<file path="config.mk">
export PLATFORM = sky130hd
export DESIGN_NAME = mem_loader
export DESIGN_NICKNAME = d
export VERILOG_FILES = /design/src/rtl/mem_loader.sv
export SDC_FILE = /design/constraint.sdc
export NUM_CORES = 1
export LEC_CHECK = 0
export ABC_AREA = 1
export BUFFER_PORTS_ARGS = -buffer_cell sky130_fd_sc_hd__buf_2
export CAP_MARGIN = 10
export CORE_MARGIN = 2
export CORE_UTILIZATION = 65
export CTS_BUF_LIST = sky130_fd_sc_hd__clkbuf_2 sky130_fd_sc_hd__clkbuf_4 sky130_fd_sc_hd__clkbuf_8
export DETAILED_ROUTE_END_ITERATION = 10
export GPL_ROUTABILITY_DRIVEN = 0
export PLACE_DENSITY = 0.88
export SLEW_MARGIN = 20
export SYNTH_ARGS = -nofsm -noshare
export SYNTH_HDL_FRONTEND = slang
export SYNTH_SLANG_ARGS = --single-unit
</file>
<file path="constraint.sdc">
create_clock -name clk -period 4 [get_ports clk]
set_clock_uncertainty 0.05 [all_clocks]
set_input_delay 0.6 -clock clk [delete_from_list [all_inputs] [get_ports clk]]
set_output_delay 0.6 -clock clk [all_outputs]
set_load 0.05 [all_outputs]
</file>
<file path="src/rtl/mem_loader.sv">
// SAP-1 program loader: takes a framed byte stream (ADDR, LEN, DATA..., CSUM),
// writes the payload into memory and holds the CPU in reset while busy.
module mem_loader #(
  parameter int ADDR_W  = 4,
  parameter int TIMEOUT = 1023
) (
  input  logic              clk,
  input  logic              rst_n,
  input  logic              start,
  input  logic              in_valid,
  input  logic [7:0]        in_data,
  output logic              in_ready,
  output logic              mem_we,
  output logic [ADDR_W-1:0] mem_addr,
  output logic [7:0]        mem_wdata,
  output logic              cpu_hold,
  output logic              done,
  output logic              err
);

  localparam int DEPTH  = 1 << ADDR_W;
  localparam int CNT_W  = ADDR_W + 1;
  localparam int IDLE_W = $clog2(TIMEOUT + 1);

  typedef enum logic [2:0] {
    S_IDLE,
    S_ADDR,
    S_LEN,
    S_DATA,
    S_CSUM
  } state_t;

  state_t              state, state_nx;
  logic [ADDR_W-1:0]   addr_q;
  logic [CNT_W-1:0]    cnt_q;
  logic [7:0]          acc_q;
  logic [IDLE_W-1:0]   idle_cnt;
  logic                xfer;
  logic                timeout_hit;

  assign xfer        = in_valid && in_ready;
  assign timeout_hit = (state != S_IDLE) && !xfer &&
                       (idle_cnt == IDLE_W'(TIMEOUT - 1));

  always_ff @(posedge clk or negedge rst_n) begin
    if (!rst_n) state <= S_IDLE;
    else        state <= state_nx;
  end

  always_comb begin
    state_nx = state;
    in_ready = 1'b0;
    cpu_hold = 1'b0;
    case (state)
      S_IDLE: if (start) state_nx = S_ADDR;
      S_ADDR: if (xfer) state_nx = S_LEN;
      S_LEN:  if (xfer) state_nx = S_DATA;
      S_DATA: if (xfer && cnt_q == CNT_W'(1)) state_nx = S_CSUM;
      S_CSUM: if (xfer) state_nx = S_IDLE;
      default: state_nx = S_IDLE;
    endcase
    if (timeout_hit) state_nx = S_IDLE;
    if (state != S_IDLE) begin
      in_ready = 1'b1;
      cpu_hold = 1'b1;
    end
  end

  always_ff @(posedge clk or negedge rst_n) begin
    if (!rst_n) begin
      addr_q    <= '0;
      cnt_q     <= '0;
      acc_q     <= '0;
      idle_cnt  <= '0;
      mem_we    <= 1'b0;
      mem_addr  <= '0;
      mem_wdata <= '0;
      done      <= 1'b0;
      err       <= 1'b0;
    end else begin
      mem_we <= 1'b0;
      done   <= 1'b0;
      case (state)
        S_IDLE: begin
          if (start) begin
            err      <= 1'b0;
            acc_q    <= '0;
            idle_cnt <= '0;
          end
        end
        S_ADDR: if (xfer) addr_q <= in_data[ADDR_W-1:0];
        S_LEN: begin
          // A length field of zero stands for a full-memory load.
          if (xfer) begin
            if (in_data[ADDR_W-1:0] == '0) cnt_q <= CNT_W'(DEPTH);
            else                           cnt_q <= {1'b0, in_data[ADDR_W-1:0]};
          end
        end
        S_DATA: begin
          if (xfer) begin
            mem_we    <= 1'b1;
            mem_addr  <= addr_q;
            mem_wdata <= in_data;
            acc_q     <= acc_q ^ in_data;
            addr_q    <= addr_q + ADDR_W'(1);
            cnt_q     <= cnt_q - CNT_W'(1);
          end
        end
        S_CSUM: begin
          if (xfer) begin
            if (in_data == acc_q) done <= 1'b1;
            else                  err  <= 1'b1;
          end
        end
        default: ;
      endcase
      if (state != S_IDLE) begin
        if (xfer) begin
          idle_cnt <= '0;
        end else if (timeout_hit) begin
          err      <= 1'b1;
          idle_cnt <= '0;
        end else begin
          idle_cnt <= idle_cnt + IDLE_W'(1);
        end
      end
    end
  end

endmodule

</file>
# Yosys cells after proc, flatten, opt, wreduce, memory -nomap -nowiden
# Cells that the tools add are included.
# classes
reduce_logical	19
add_sub_neg	3
bitwise_logic	1
eq_ne	16
n_mux	35
# ops
cell	count
$mux W10	5
$mux W3	6
$mux W8	2
$pmux W8 S2	1
$mux W5	3
$ne A3 B3 Y1 const B	5
$pmux W3 S5	1
$mux W1	12
$add A10 B1 Y10 const B	1
$eq A10 B10 Y1 const B	1
$pmux W5 S2	1
$reduce_bool A2 Y1	5
$reduce_and A3 Y1	3
$eq A8 B8 Y1	1
$mux W4	2
$ne A2 B2 Y1 const B	4
$pmux W4 S2	1
$xor A8 B8 Y8	1
$eq A3 B2 Y1 const B	2
$eq A5 B1 Y1 const B	1
$reduce_and A5 Y1	1
$sub A5 B1 Y5 const B	1
$add A4 B1 Y4 const B	1
$logic_and A1 B1 Y1	4
8 further kinds	9
# totals
in_bits	12
ff_bits	45
word_cells	84
output_inout_bits	17

# Logic depth before layout (Yosys ltp)
# depth
depth_word	9
ltp_mapped	11

# Worst setup path after synthesis
# Ideal clock, no wire load.
# synth_path
path_kind	reg-to-output
start	register state[2]
end	output port in_ready
arrival_ps	971
slack_ps	2379
stages_incl_launch_ff	4
path_buffers	1
path_cell_list	dfrtp_1 -> nor2_4 -> nand2_4 -> buf_4
# synth_via
elab_chain_cells	2
# synth_rtl
item	line	text
start: declaration	33	state_t state, state_nx;
start signal: assignment	47	else state <= state_nx;
$reduce_bool A3 Y1	63	if (state != S_IDLE) begin
$mux W1	n/a	
end: declaration	12	output logic in_ready,
# No other way between the ends.

# Worst setup path in the final report
# layout_path
start	register state[1]
end	output port in_ready
# layout_via
elab_chain_cells	2
# layout_rtl
item	line
$reduce_bool A3 Y1	63
$mux W1	63
# No other way between the ends.

==> results.md <==
- Unrepaired setup endpoints after global routing: no
- CTS max path bufs: 2
- Critical path endpoint category: output pin
- Clock sinks: 45
- TritonCTS clock tree: built
- Synth top area share: 45.9%
- Non-filler cells, final: around 380
- Worst setup SP type: flop
- Final Cycle Share: between 40 and 50%
- Max Clk Rate: 512 MHz
- Fin nets: 346
- Insertion delay to the later sink of the worst-skew pair: 0.31 ns
- Initial DRC Count: 185
- Static Leak: ~1.4 nW
- Status: finished clean
- Net Count, Synth: 316
- Sequential Area: 1130 µm²
- ANT nets after route: 0
- Total Wirelength: just under 5000 µm
- Final instance area: 2710 µm²
- Final min period: 1.95 ns
- Synthesized area: roughly 2500 µm²
- Ant. Diodes: 0
- CP arrival: 1.30 ns
- Path type of the worst min-delay path: in -> async
- Initial Util: 67.6%
- Fraction of layout instances using a drive strength above 1: around 18%
- Layout area overhead: 10.2%
- R2R cell count: 5
- Die Ht: 65.5 µm
- Vias in the first global route: 1904
- Cells after Synth: 299
- Area of the multi-input gates: 1100 µm²
- Syn. warnings: 0
- Initial antenna violation count: 0
- Final Hold Vio Count: 0
- Post-cts resize count: 0
- Worst-case hold slack: 0.215 ns
- Reg2reg end: idle_cnt[6]
- Total number of vias: 2021
- Total global-route track usage: a little over a quarter
- Pwr dens: a little under 800 nW/µm²
- H-tree depth: 2
- Drt drc: 0
- Critical path peak fanout: 8
- TritonRoute pass-1 iters: 5
- Post-CTS setup buffers: 0
- Setup CP Type: reg -> out
- CP max stage delay: 0.46 ns
- Critical path data required time: 3.35 ns
- Register area share after synthesis: 45.9%
- Global-route wire length before repair: 8590 µm
- VDD IR max: 0.000611 V
- Avg Inst Size Synth: 8.21 µm²
- Slowest cell on the critical path: dfrtp_1
- Setup slack, reg-to-reg: 2.19 ns
- Clk pin slew, worst setup/hold paths: 0.09 ns
- Distinct cell type count after synthesis: 27
- Worst-Margin Slew: 0.569 ns
- Synth Register Bits: 45
- Wire per inst: 13.0 µm
- Largest net degree at the start of global routing: 46
- Max Cap Viol: 0
- Die Width: between 60 and 70 µm
- Final setup fails: 0
- PortBufs: 28
- Cell accounting for the most synthesized area: dfrtp_1
- Root Driver: clkbuf_8
- Fin. max-slew vios: 0
- Slew HR: 62.0%
- # rows: 22
- Grt total ovfl: 0
- # hold bufs at CTS: 0
- Fillers: 280
- Routed vias/inst: around 5.3
- Die footprint: ~4300 µm²
- Synth top area cells: dfrtp_1, nand2_1, inv_1
- Final setup TNS: 0 ns
- Core ar.: between 3000 and 4000 µm²
- Dpl cells: 370
- Cell chain of the critical path: inv_2 -> nand2_4 -> buf_2
- CTS buffer count: 5
- Reg2reg start: state[1]
- Placed Area: between 2000 and 3000 µm²
- Hpwl dp: 3570 µm
- Ports: 29
registers in the layout (all words and copies together) (netlist names):
signal     count
mem_addr       4
state          3
acc_q          8
cnt_q          5
mem_wdata      8
idle_cnt      10
addr_q         4
err            1
done           1
mem_we         1
per-layer routing:
layer	track usage, %	part of all wire, %	routed length, µm
met2	43.2	50	2440
met1	35.3	44	2160
met4	8.07	1.1	55
met5	0	0	0
met3	5.14	4.8	237
worst max-delay path, delay by kind of cell (launching register included):
kind          cells  cell delay, ns
buf+inv           2            0.39
simple gates      1            0.14
flops             1            0.46
kinds of logic after synthesis:
group | synth area share, %
AND/OR/NAND/NOR | 24.4
buffers and inverters | 9.43
flip-flops | 45.9
AO/OA/AOI/OAI | 12.1
XOR/XNOR | 5.71
adder cells (fa/ha/maj) | 2.55
how the worst max path moves through the flow:
stage                  start  depth (start not counted)           to  slack (ns)
floorplan           state[2]                          3     in_ready        2.38
global placement       start                          6  idle_cnt[6]        2.16
detailed placement     start                          6  idle_cnt[6]        2.10
CTS                 state[1]                          3     in_ready        2.05
global route        state[1]                          5  idle_cnt[6]        1.97
finish              state[1]                          3     in_ready        2.05
cell type report:
class / instances / area share, %
Inverter: 49 / 6.98
Clock buffer: 5 / 2.54
Multi-Input combinational cell: 200 / 40.5
Sequential cell: 45 / 41.6
Clock inverter: 3 / 0.832
Timing Repair Buffer: 28 / 5.27
Tap cell: 48 / 2.22
synthesized netlist by cell type:
cell type	n
o22ai_1	2
nor2_8	1
xor2_1	11
nand4_1	8
o21ai_4	1
o211ai_1	1
xnor2_1	5
a21oi_1	5
nor2_4	2
o21ai_2	8
nor3_1	4
inv_4	2
buf_2	1
buf_4	2
nor2_1	22
dfrtp_1	45
o21ai_0	23
o22ai_2	4
nand3_1	15
ha_1	5
nand2_1	80
inv_1	45
nand2_2	1
nand2_4	1
inv_2	2
nor3_2	1
buf_6	2
cells in the final DEF, fill, tap and decap left out:
cell and count:
o22ai_1 2, inv_2 2, clkinv_4 2, nor2_1 22
buf_4 1, buf_2 27, nand2_4 1, nand2_2 1
clkinv_2 1, inv_4 2, dfrtp_1 45, ha_1 5
xor2_1 11, o21ai_0 23, nand4_1 8, nor3_1 4
o21ai_4 1, nand2_1 80, a21oi_1 5, nand3_1 15
o211ai_1 1, nor2_8 1, o22ai_2 4, nor3_2 1
nor2_4 2, xnor2_1 5, o21ai_2 8, inv_1 45
clkbuf_8 5
through the flow:
stage / power (mW) / setup WS, ns / util (%)
floorplan: 1.59 / 2.38 / -
global placement: 1.77 / 2.16 / 71.9
detailed placement: 1.80 / 2.10 / 71.9
CTS: 2.09 / 2.05 / 74.4
global route: 2.25 / 1.97 / 74.5
finish: 2.09 / 2.05 / 74.5
power by group:
| part | total (mW) | switching [mW] | internal (mW) |
|---|---|---|---|
| Combinational | 1.07 | 0.768 | 0.302 |
| Sequential | 0.728 | 0.113 | 0.616 |
| Clock | 0.290 | 0.166 | 0.124 |
No activity file was read; power rests on OpenSTA's default activity.
